==> src/rtl/mips_dcache_pkg.sv <==
// mips_dcache_pkg
//   Shared definitions for the MIPS data cache: FSM state encoding, word/line/address
//   widths and small helpers for slicing word addresses and lines.
//   No ports (package).
package mips_dcache_pkg;

    localparam int unsigned WORD_W         = 32;
    localparam int unsigned WORDS_PER_LINE = 4;
    localparam int unsigned LINE_W         = WORD_W * WORDS_PER_LINE;
    localparam int unsigned PADDR_W        = 30;  // core word address
    localparam int unsigned BLK_ADDR_W     = 28;  // memory block (line) address

    typedef enum logic [1:0] {
        S_IDLE  = 2'd0,
        S_WB    = 2'd1,
        S_ALLOC = 2'd2
    } state_e;

    typedef logic [WORD_W-1:0]     word_t;
    typedef logic [LINE_W-1:0]     line_t;
    typedef logic [PADDR_W-1:0]    paddr_t;
    typedef logic [BLK_ADDR_W-1:0] blk_addr_t;

    function automatic logic [1:0] addr_off(input paddr_t a);
        return a[1:0];
    endfunction

    function automatic blk_addr_t addr_blk(input paddr_t a);
        return a[PADDR_W-1:2];
    endfunction

    // Word 0 lives in the least significant bits of a line.
    function automatic word_t line_word(input line_t l, input logic [1:0] off);
        return l[WORD_W*off +: WORD_W];
    endfunction

    function automatic line_t line_merge(input line_t l, input logic [1:0] off, input word_t w);
        line_t r;
        r = l;
        r[WORD_W*off +: WORD_W] = w;
        return r;
    endfunction

endpackage

==> src/rtl/mips_dcache_if.sv <==
// mips_dcache_if
//   Bundles the core-side request port (proc_*) and the block-memory port (mem_*) of the
//   data cache.
//   slave  : the cache (takes core requests, issues memory requests)
//   master : the environment (core + block memory)
interface mips_dcache_if;
    import mips_dcache_pkg::*;

    logic      proc_read;
    logic      proc_write;
    paddr_t    proc_addr;
    word_t     proc_wdata;
    logic      proc_stall;
    word_t     proc_rdata;

    logic      mem_read;
    logic      mem_write;
    blk_addr_t mem_addr;
    line_t     mem_wdata;
    logic      mem_ready;
    line_t     mem_rdata;

    modport slave (
        input  proc_read, proc_write, proc_addr, proc_wdata, mem_ready, mem_rdata,
        output proc_stall, proc_rdata, mem_read, mem_write, mem_addr, mem_wdata
    );

    modport master (
        output proc_read, proc_write, proc_addr, proc_wdata, mem_ready, mem_rdata,
        input  proc_stall, proc_rdata, mem_read, mem_write, mem_addr, mem_wdata
    );

endinterface

==> src/rtl/mips_dcache_line_array.sv <==
// mips_dcache_line_array
//   Data/tag/valid/dirty storage for the direct-mapped cache.
//   Ports:
//     clk, rst            clock, sync active-high reset (clears valid/dirty only)
//     idx                 line index for both the read and the write port
//     rd_line/tag/valid/dirty  combinational read of line idx
//     wr_word, wr_off, wr_wdata  store one word into line idx and mark it dirty
//     wr_line, wr_ldata, wr_tag  refill line idx: valid=1, dirty=0
module mips_dcache_line_array
    import mips_dcache_pkg::*;
#(
    parameter int unsigned LINE_IDX_W = 3,
    parameter int unsigned TAG_W      = BLK_ADDR_W - LINE_IDX_W
) (
    input  logic                  clk,
    input  logic                  rst,
    input  logic [LINE_IDX_W-1:0] idx,
    output line_t                 rd_line,
    output logic [TAG_W-1:0]      rd_tag,
    output logic                  rd_valid,
    output logic                  rd_dirty,
    input  logic                  wr_word,
    input  logic [1:0]            wr_off,
    input  word_t                 wr_wdata,
    input  logic                  wr_line,
    input  line_t                 wr_ldata,
    input  logic [TAG_W-1:0]      wr_tag
);

    localparam int unsigned NUM_LINES = 2 ** LINE_IDX_W;

    line_t                 data_q [NUM_LINES];
    logic [TAG_W-1:0]      tag_q  [NUM_LINES];
    logic [NUM_LINES-1:0]  valid_q;
    logic [NUM_LINES-1:0]  dirty_q;

    assign rd_line  = data_q[idx];
    assign rd_tag   = tag_q[idx];
    assign rd_valid = valid_q[idx];
    assign rd_dirty = dirty_q[idx];

    // Data and tags are deliberately not reset; valid gates their use.
    always_ff @(posedge clk) begin
        if (wr_line) begin
            data_q[idx] <= wr_ldata;
            tag_q[idx]  <= wr_tag;
        end else if (wr_word) begin
            data_q[idx] <= line_merge(data_q[idx], wr_off, wr_wdata);
        end
    end

    always_ff @(posedge clk) begin
        if (rst) begin
            valid_q <= '0;
            dirty_q <= '0;
        end else if (wr_line) begin
            valid_q[idx] <= 1'b1;
            dirty_q[idx] <= 1'b0;
        end else if (wr_word) begin
            dirty_q[idx] <= 1'b1;
        end
    end

endmodule

==> src/rtl/mips_dcache.sv <==
// mips_dcache
//   Direct-mapped, write-back, write-allocate data cache between the MIPS memory stage and
//   a 128-bit block memory. Hits complete combinationally; misses stall the core through
//   an optional write-back (S_WB) and a refill (S_ALLOC).
//   Ports:
//     clk, rst   clock, sync active-high reset
//     bus        mips_dcache_if.slave: proc_* core port, mem_* block-memory port
//     hit_cnt, miss_cnt  saturating request counters, present only when
//                        DCACHE_PERF_CNT_EN is defined
module mips_dcache
    import mips_dcache_pkg::*;
#(
    parameter int unsigned LINE_IDX_W = 3
) (
    input  logic               clk,
    input  logic               rst,
    mips_dcache_if.slave       bus
`ifdef DCACHE_PERF_CNT_EN
    ,
    output logic [31:0]        hit_cnt,
    output logic [31:0]        miss_cnt
`endif
);

    localparam int unsigned TAG_W = BLK_ADDR_W - LINE_IDX_W;

    state_e                state_q, state_d;
    logic                  mem_read_q, mem_read_d;
    logic                  mem_write_q, mem_write_d;
    blk_addr_t             mem_addr_q, mem_addr_d;
    line_t                 mem_wdata_q, mem_wdata_d;

    logic [LINE_IDX_W-1:0] idx;
    logic [TAG_W-1:0]      tag;
    line_t                 rd_line;
    logic [TAG_W-1:0]      rd_tag;
    logic                  rd_valid, rd_dirty;
    logic                  wr_word, wr_line;
    logic                  req, hit;

    assign idx = bus.proc_addr[LINE_IDX_W+1:2];
    assign tag = bus.proc_addr[PADDR_W-1:LINE_IDX_W+2];
    assign req = bus.proc_read | bus.proc_write;
    assign hit = rd_valid && (rd_tag == tag);

    mips_dcache_line_array #(
        .LINE_IDX_W (LINE_IDX_W),
        .TAG_W      (TAG_W)
    ) u_lines (
        .clk      (clk),
        .rst      (rst),
        .idx      (idx),
        .rd_line  (rd_line),
        .rd_tag   (rd_tag),
        .rd_valid (rd_valid),
        .rd_dirty (rd_dirty),
        .wr_word  (wr_word),
        .wr_off   (addr_off(bus.proc_addr)),
        .wr_wdata (bus.proc_wdata),
        .wr_line  (wr_line),
        .wr_ldata (bus.mem_rdata),
        .wr_tag   (tag)
    );

    always_comb begin
        state_d        = state_q;
        mem_read_d     = mem_read_q;
        mem_write_d    = mem_write_q;
        mem_addr_d     = mem_addr_q;
        mem_wdata_d    = mem_wdata_q;
        bus.proc_stall = 1'b0;
        wr_word        = 1'b0;
        wr_line        = 1'b0;
        unique case (state_q)
            S_IDLE: begin
                if (req) begin
                    if (hit) begin
                        // Read+write together is a write.
                        wr_word = bus.proc_write;
                    end else begin
                        bus.proc_stall = 1'b1;
                        if (rd_valid && rd_dirty) begin
                            state_d     = S_WB;
                            mem_write_d = 1'b1;
                            mem_addr_d  = {rd_tag, idx};
                            mem_wdata_d = rd_line;
                        end else begin
                            state_d    = S_ALLOC;
                            mem_read_d = 1'b1;
                            mem_addr_d = addr_blk(bus.proc_addr);
                        end
                    end
                end
            end
            S_WB: begin
                bus.proc_stall = 1'b1;
                if (bus.mem_ready) begin
                    state_d     = S_ALLOC;
                    mem_write_d = 1'b0;
                    mem_read_d  = 1'b1;
                    mem_addr_d  = addr_blk(bus.proc_addr);
                end
            end
            S_ALLOC: begin
                bus.proc_stall = 1'b1;
                if (bus.mem_ready) begin
                    state_d    = S_IDLE;
                    mem_read_d = 1'b0;
                    wr_line    = 1'b1;
                end
            end
            default: begin
                state_d     = S_IDLE;
                mem_read_d  = 1'b0;
                mem_write_d = 1'b0;
            end
        endcase
    end

    always_ff @(posedge clk) begin
        if (rst) begin
            state_q     <= S_IDLE;
            mem_read_q  <= 1'b0;
            mem_write_q <= 1'b0;
            mem_addr_q  <= '0;
            mem_wdata_q <= '0;
        end else begin
            state_q     <= state_d;
            mem_read_q  <= mem_read_d;
            mem_write_q <= mem_write_d;
            mem_addr_q  <= mem_addr_d;
            mem_wdata_q <= mem_wdata_d;
        end
    end

    assign bus.proc_rdata = line_word(rd_line, addr_off(bus.proc_addr));
    assign bus.mem_read   = mem_read_q;
    assign bus.mem_write  = mem_write_q;
    assign bus.mem_addr   = mem_addr_q;
    assign bus.mem_wdata  = mem_wdata_q;

`ifdef DCACHE_PERF_CNT_EN
    logic        fill_done_q;
    logic [31:0] hit_q, miss_q;

    // The hit that completes a refilled miss belongs to that miss, so it is skipped.
    always_ff @(posedge clk) begin
        if (rst) begin
            fill_done_q <= 1'b0;
            hit_q       <= '0;
            miss_q      <= '0;
        end else begin
            fill_done_q <= (state_q == S_ALLOC) && bus.mem_ready;
            if (state_q == S_IDLE && req) begin
                if (hit) begin
                    if (!fill_done_q && hit_q != '1) hit_q <= hit_q + 32'd1;
                end else if (miss_q != '1) begin
                    miss_q <= miss_q + 32'd1;
                end
            end
        end
    end

    assign hit_cnt  = hit_q;
    assign miss_cnt = miss_q;
`endif

endmodule

==> src/flat_wrapper.sv <==
// flat-port wrapper written by rule: the top's interface ports become plain ports
module mips_dcache_flat import mips_dcache_pkg::*;
#(
    parameter int unsigned LINE_IDX_W = 3
)
  (clk, rst, bus_proc_read, bus_proc_write, bus_proc_addr, bus_proc_wdata, bus_mem_ready, bus_mem_rdata, bus_proc_stall, bus_proc_rdata, bus_mem_read, bus_mem_write, bus_mem_addr, bus_mem_wdata);
  mips_dcache_if bus_i ();
  input  logic clk;
  input  logic rst;
  input wire logic [$bits(bus_i.proc_read)-1:0] bus_proc_read;
  input wire logic [$bits(bus_i.proc_write)-1:0] bus_proc_write;
  input wire logic [$bits(bus_i.proc_addr)-1:0] bus_proc_addr;
  input wire logic [$bits(bus_i.proc_wdata)-1:0] bus_proc_wdata;
  input wire logic [$bits(bus_i.mem_ready)-1:0] bus_mem_ready;
  input wire logic [$bits(bus_i.mem_rdata)-1:0] bus_mem_rdata;
  output wire logic [$bits(bus_i.proc_stall)-1:0] bus_proc_stall;
  output wire logic [$bits(bus_i.proc_rdata)-1:0] bus_proc_rdata;
  output wire logic [$bits(bus_i.mem_read)-1:0] bus_mem_read;
  output wire logic [$bits(bus_i.mem_write)-1:0] bus_mem_write;
  output wire logic [$bits(bus_i.mem_addr)-1:0] bus_mem_addr;
  output wire logic [$bits(bus_i.mem_wdata)-1:0] bus_mem_wdata;
  assign bus_i.proc_read = bus_proc_read;
  assign bus_i.proc_write = bus_proc_write;
  assign bus_i.proc_addr = bus_proc_addr;
  assign bus_i.proc_wdata = bus_proc_wdata;
  assign bus_i.mem_ready = bus_mem_ready;
  assign bus_i.mem_rdata = bus_mem_rdata;
  assign bus_proc_stall = bus_i.proc_stall;
  assign bus_proc_rdata = bus_i.proc_rdata;
  assign bus_mem_read = bus_i.mem_read;
  assign bus_mem_write = bus_i.mem_write;
  assign bus_mem_addr = bus_i.mem_addr;
  assign bus_mem_wdata = bus_i.mem_wdata;
  mips_dcache #(.LINE_IDX_W(LINE_IDX_W)) u_core (.clk(clk), .rst(rst), .bus(bus_i));
endmodule
==> config.mk <==
export PLATFORM = sky130hd
export DESIGN_NAME = mips_dcache_flat
export DESIGN_NICKNAME = d
export VERILOG_FILES = /design/src/rtl/mips_dcache_pkg.sv /design/src/rtl/mips_dcache_if.sv /design/src/rtl/mips_dcache_line_array.sv /design/src/rtl/mips_dcache.sv /design/src/flat_wrapper.sv
export SDC_FILE = /design/constraint.sdc
export NUM_CORES = 2
export LEC_CHECK = 0
export BUFFER_PORTS_ARGS = -buffer_cell sky130_fd_sc_hd__buf_2
export CELL_PAD_IN_SITES_DETAIL_PLACEMENT = 1
export CELL_PAD_IN_SITES_GLOBAL_PLACEMENT = 2
export CORE_MARGIN = 2
export CORE_UTILIZATION = 40
export DETAILED_ROUTE_END_ITERATION = 8
export PLACE_DENSITY_LB_ADDON = 0.1
export SYNTH_ARGS = -nofsm -noshare
export SYNTH_HDL_FRONTEND = slang
export SYNTH_SLANG_ARGS = --single-unit
==> constraint.sdc <==
create_clock -name clk -period 12.5 [get_ports clk]
set_input_delay 0.625 -clock clk [delete_from_list [all_inputs] [get_ports clk]]
set_output_delay 0.625 -clock clk [all_outputs]
set_load 0.1 [all_outputs]
; ---- Yosys cells after proc, flatten, opt, wreduce, memory -nomap -nowiden
; Memory sizes are Yosys's and may differ from the RTL's.
; Cells that the tools add are included.
[word_totals]
register_bits = 176
mem_bits_rw = 1224
inputBits = 195
wordCells = 88
memories = 2
[classes]
add_sub_neg = 1
magnitude_cmp = 2
eq_ne = 9
shift = 3
muxes = 44
bitwise = 8
reduce_logical = 12
[memory_table]
columns = name, words, word_bits, rd, rd_clocked_by_memory_dff, wr, line_no
row1 = u_core.u_lines.data_q, 8, 128, 1, 0, 1, mips_dcache_line_array.sv:32  ; line_t data_q [NUM_LINES];
row2 = u_core.u_lines.tag_q, 8, 25, 1, 0, 1, mips_dcache_line_array.sv:33  ; logic [TAG_W-1:0] tag_q [NUM_LINES];
[op_table]
columns = op, count
row1 = $bwmux 128, 1
row2 = $mux 128, 1
row3 = $shift 32x34->128 const A, 1
row4 = $shiftx 128x8->32, 1
row5 = $shiftx 32x34->128, 1
row6 = $mux 28, 4
row7 = $pmux 28 s2, 1
row8 = $neg 7->34, 1
row9 = $eq 25x25->1, 1
row10 = $mux 1, 23
row11 = $mux 8, 2
row12 = $or 8x8->8, 2
row13 = $reduce_and 4->1, 3
row14 = $mux 2, 5
row15 = $reduce_and 5->1, 2
row16 = $and 8x8->8, 1
row17 = $ne 2x2->1 const B, 4
row18 = $not 8->8, 1
row19 = $bmux 1 s3, 2
row20 = $pmux 1 s3, 2
row21 = $pmux 2 s3, 1
row22 = $lt 3x4->1 const B, 1
row23 = $ne 2x1->1 const B, 2
row24 = $reduce_bool 2->1, 2
row25 = 10 further kinds, 14

; ---- Longest topological paths before layout
[depth]
word_depth = 10
mapped_depth = 16
depth_no_buf = 8

; ---- Hierarchy
; Synthesis repeated with hierarchy kept, for this count alone.
[hier_totals]
hier_cells = 3243
area_unflattened_um2 = 56346.5
[modules_own_cells]
columns = module, instances, cells_each, area_each_um2, seq_area_each_um2
row1 = mips_dcache_line_array, 1, 2443, 49269.8, 37075.6
row2 = mips_dcache, 1, 800, 7076.8, 3203.1

; ---- Worst setup path before layout
; Ideal clock, no wire load.
[synth_path]
path_kind = in2reg
start = input port bus_proc_addr[3]
end = memory u_core.u_lines.data_q[2][0] (netlist bit) (enable)
setup_ns = 0.809
arrival_ns = 12.118
required_ns = 11.691
path_slack_ns = -0.427
path_stages = 10
path_buffers = 2
cell_sequence = buf_6 -> buf_6 -> mux4_2 -> mux2i_1 -> xor2_1 -> nand3_1 -> or4_4 -> nor4_4 -> nand2_1 -> a21boi_0
[synth_between]
elab_chain_len = 10
word_cells_on_any_way = 12
[synth_rtl]
columns = item, line_no
row1 = start: declaration, flat_wrapper.sv:12  ; input wire logic [$bits(bus_i.proc_addr)-1:0] bus_proc_addr;
row2 = $mem_v2 8x25 / $bmux 1 s3 (equally long branches), --
row3 = $eq 25x25->1 / $mux 1 (equally long branches), "mips_dcache.sv:44, mips_dcache_line_array.sv:39"
row4 = $logic_and 1x1->1, mips_dcache.sv:44  ; assign hit = rd_valid && (rd_tag == tag);
row5 = $mux 1, mips_dcache.sv:77  ; if (hit) begin
row6 = $mux 1, mips_dcache.sv:76  ; if (req) begin
row7 = $mux 1, mips_dcache.sv:74  ; unique case (state_q)
row8 = $mux 1, mips_dcache_line_array.sv:47  ; end else if (wr_word) begin
row9 = $mux 1, mips_dcache_line_array.sv:44  ; if (wr_line) begin
row10 = $mux 1 (implied by the code), mips_dcache_line_array.sv:48  ; data_q[idx] <= line_merge(data_q[idx], wr_off, wr_wdata);
row11 = $or 1x1->1 (no source line), --
row12 = end: declaration, mips_dcache_line_array.sv:32
; Parallel ways exist; a longest one is shown, timed or not. The select of a mux whose other input is x is not followed.

; ---- Worst setup path after layout
[layout_path]
start = input port bus_proc_addr[2]
end = memory u_core.u_lines.data_q[0][58] (netlist bit) (enable)
; Same word-level chain as after synthesis.

==> results.md <==
- Status: finished clean
- CTS tree: done
- Primary FF master, synth: edfxtp_1
- Synth Cell Area: 56,600 um2
- CP endpoint kind: flip-flop
- Initial antenna violation count: 18
- CTS root buf: clkbuf_16
- Fin. Hold Viols: 0
- Area Overhead vs Synth: 16.4%
- P_sw: ~2.6 mW
- Number of global-route vias before repair: 37,300
- First-pass GRT wire length: between 200 and 300 mm
- Int Power: around 8 mW
- Number of synthesized flops with an enable pin: about 1,200
- Max-cap viol count: 0
- Fin cells: slightly below 6,000
- Vias per inst: ~6.2
- Logic pwr share: 0.092
- Avg Inst Size Synth: around 16 um2
- Pwr dens: around 160 nW/um2
- Final Total Pwr: about 11 mW
- Largest net degree at the start of global routing: approximately 130
- H-tree lvl count: 4
- Placed instance area: around 60,000 um2
- Full die area: 144,000 um2
- DR pass1 iterations: 6
- I/O pin cnt: 386
- PortBufs: a little under 400
- ANT nets after route: 0
- WP data required: between 10,000 and 15,000 ps
- Gate count of the mapped netlist: about 3,500
- Dpl cells: about 5,600
- Synth top area cells: edfxtp_1 (65%), dfxtp_1 (6.2%), mux2_2 (3.6%), mux4_2 (3.0%), a22oi_1 (2.9%)
- Clock transition at path regs: ~60 ps
- Worst EP arrival: around 7000 ps
- 1st-iter DRT viols: between 3,000 and 4,000
- CTS Buffer Depth: 3
- Max Clock Freq: 0.152 GHz
- Worst Tran Pin Value: between 1000 and 1500 ps
- Wirelength per Cell: 36.0 um
- DRC Markers: 0
- Distinct cells, synth: 62
- Setup Skew: 27.6 ps
- Yosys reg bits: 1,400
- Layout Nets: between 4,000 and 5,000
- CP Launch Type: input pin
- Pre-CTS setup slack: 5110 ps
- Clk sinks: roughly 1,400
- GRT Overall Usage: 0.290
- RSZ-0062 raised after global routing: no
- Final Cell Area: about 66,000 um2
- Detailed Place HPWL: about 130 mm
- Final GP Congestion: just over 0.8
- CORE AREA: ~140,000 um2
- Total gr overflow: 0
- Worst setup margin: about 5900 ps
- Clock Latency Late Sink: approximately 800 ps
- Setup violations, final: 0
- Hold Crit Class: input pin to flip-flop
- Area leader, netlist: edfxtp_1
- Clock period minus worst slack: ~6600 ps
- Most frequent cell after synthesis: edfxtp_1
- Syn. warnings: 0
- Synth top area share: 0.650
- Layout cells sized above 1: 0.287
- Chip width: approximately 380 um
- Max IR drop VDD: 0.0000981 V
- Slew Limit Fails: 0
- Hold-fix buffers, CTS: 0
- Synth cell count leaders: edfxtp_1 (1,224), a22oi_1 (216), nand2_1 (192)
- Clk pwr share: 0.426
- Die Height: between 300 and 400 um
- Setup bufs post-CTS: 0
- Sequential share of power: 0.482
- Syn nets: 3,739
- Headroom to the max-slew limit: 0.0449
- CP Class: input pin to flip-flop
- Sequential area share after synthesis: 0.712
- Crit path max fanout: 48
- Period utilization: 0.526
- Post-synth ARST share: 0
- Leakage: roughly 22 nW
- TNS Setup: 0 ps
- Initial Util: 0.404
- # rows: roughly 140
- CTS buffer count: 153
- Routed wire length: around 210 mm
- Via count: around 37,000
- Sw Ratio: 0.246
- Post-CTS resize count: 0
## cells by family (layout without fill, tap and decap cells)
family                   after synthesis  in the layout  share of synthesized area
multiplexers                         389            389                     0.0894
XOR/XNOR                              15             15                    0.00232
adder cells (fa/ha/maj)                9              9                    0.00199
other                                  0              3                          0
buffers and inverters                316            823                     0.0265
AND/OR/NAND/NOR                      427            427                     0.0359
flip-flops                          1400           1400                      0.712
AO/OA/AOI/OAI                        979            979                      0.132
## state kept, by name (all words and copies together), names as in the netlist, named ones only
name / flops
u_core.u_lines.data_q: 1024
u_core.u_lines.tag_q: 200
u_core.bus.mem_wdata: 128
u_core.bus.mem_addr: 28
u_core.u_lines.valid_q: 8
u_core.state_q: 2
u_core.bus.mem_read: 1
u_core.bus.mem_write: 1
## cell type report
type / instances / area, um2
Fill cell: 13500 / 74000
Sequential cell: 1400 / 40300
Multi-Input combinational cell: 1819 / 15100
Clock buffer: 211 / 4340
Timing Repair Buffer: 504 / 2920
Tap cell: 1876 / 2350
Clock inverter: 65 / 708
Inverter: 43 / 161
Antenna cell: 3 / 7.51
## cells in the final DEF, fill, tap and decap left out, types with 34 or more instances in the layout
| cell type | count |
|---|---|
| and3_1 | 43 |
| a21oi_1 | 69 |
| mux2_2 | 180 |
| edfxtp_1 | 1224 |
| dfxtp_1 | 176 |
| a22oi_1 | 216 |
| buf_4 | 114 |
| o21ai_0 | 161 |
| mux4_2 | 75 |
| clkbuf_16 | 158 |
| nand2_1 | 192 |
| buf_2 | 381 |
| a211oi_1 | 34 |
| clkbuf_1 | 34 |
| a22o_1 | 63 |
| a211oi_2 | 120 |
| mux2i_1 | 134 |
| nor2_1 | 72 |
| a31oi_1 | 138 |
| inv_1 | 41 |
| a221oi_1 | 109 |
## metrics by stage
step,utilization,hold WS [ps]
after detailed placement,0.434,451
after CTS,0.471,113
after global routing,0.471,145
after floorplan,-,435
after global placement,0.434,441
final,0.471,162
## final timing paths
kind                                   startpoint                                     end  slack [ps]  depth (start not counted)
min reg2reg  u_core.bus.mem_addr[17]$_SDFFE_PP0P_    u_core.bus.mem_addr[17]$_SDFFE_PP0P_         460                          2
min                             bus_proc_addr[18]   u_core.u_lines.tag_q[7][13]$_DFFE_PP_         160                          1
max                              bus_proc_addr[2]  u_core.u_lines.data_q[0][58]$_DFFE_PP_        5920                         14
max reg2reg  u_core.u_lines.tag_q[7][8]$_DFFE_PP_  u_core.u_lines.data_q[0][58]$_DFFE_PP_        6780                         11
## worst max-delay path, cell delays in order
cell	delay, ps
buf_4	610
buf_4	520
buf_4	610
mux2i_1	160
a22o_1	300
o21a_1	190
a2111oi_0	350
o211ai_1	270
nor4_4	380
buf_4	290
nand2_1	510
a21oi_4	520
buf_4	590
buf_4	840
## power groups by stage
| stage | sequential [mW] | combinational [mW] | clock [mW] |
|---|---|---|---|
| after floorplan | 5.33 | 0.494 | 0 |
| after global placement | 5.25 | 0.964 | 0 |
| after detailed placement | 5.25 | 0.976 | 0 |
| after CTS | 5.15 | 0.980 | 4.63 |
| after global routing | 5.16 | 1.02 | 4.79 |
| final | 5.15 | 0.982 | 4.56 |
## layer usage
layer	share of wire	vias to the layer above	GRT usage	wire, um
li1	-	15100	-	-
met1	0.43	19500	0.415	91500
met2	0.47	1708	0.457	99500
met3	0.081	262	0.0527	17200
met4	0.024	8	0.0759	5200
met5	0.00026	-	0	55
Note: power is estimated with default switching activity, not from simulation.
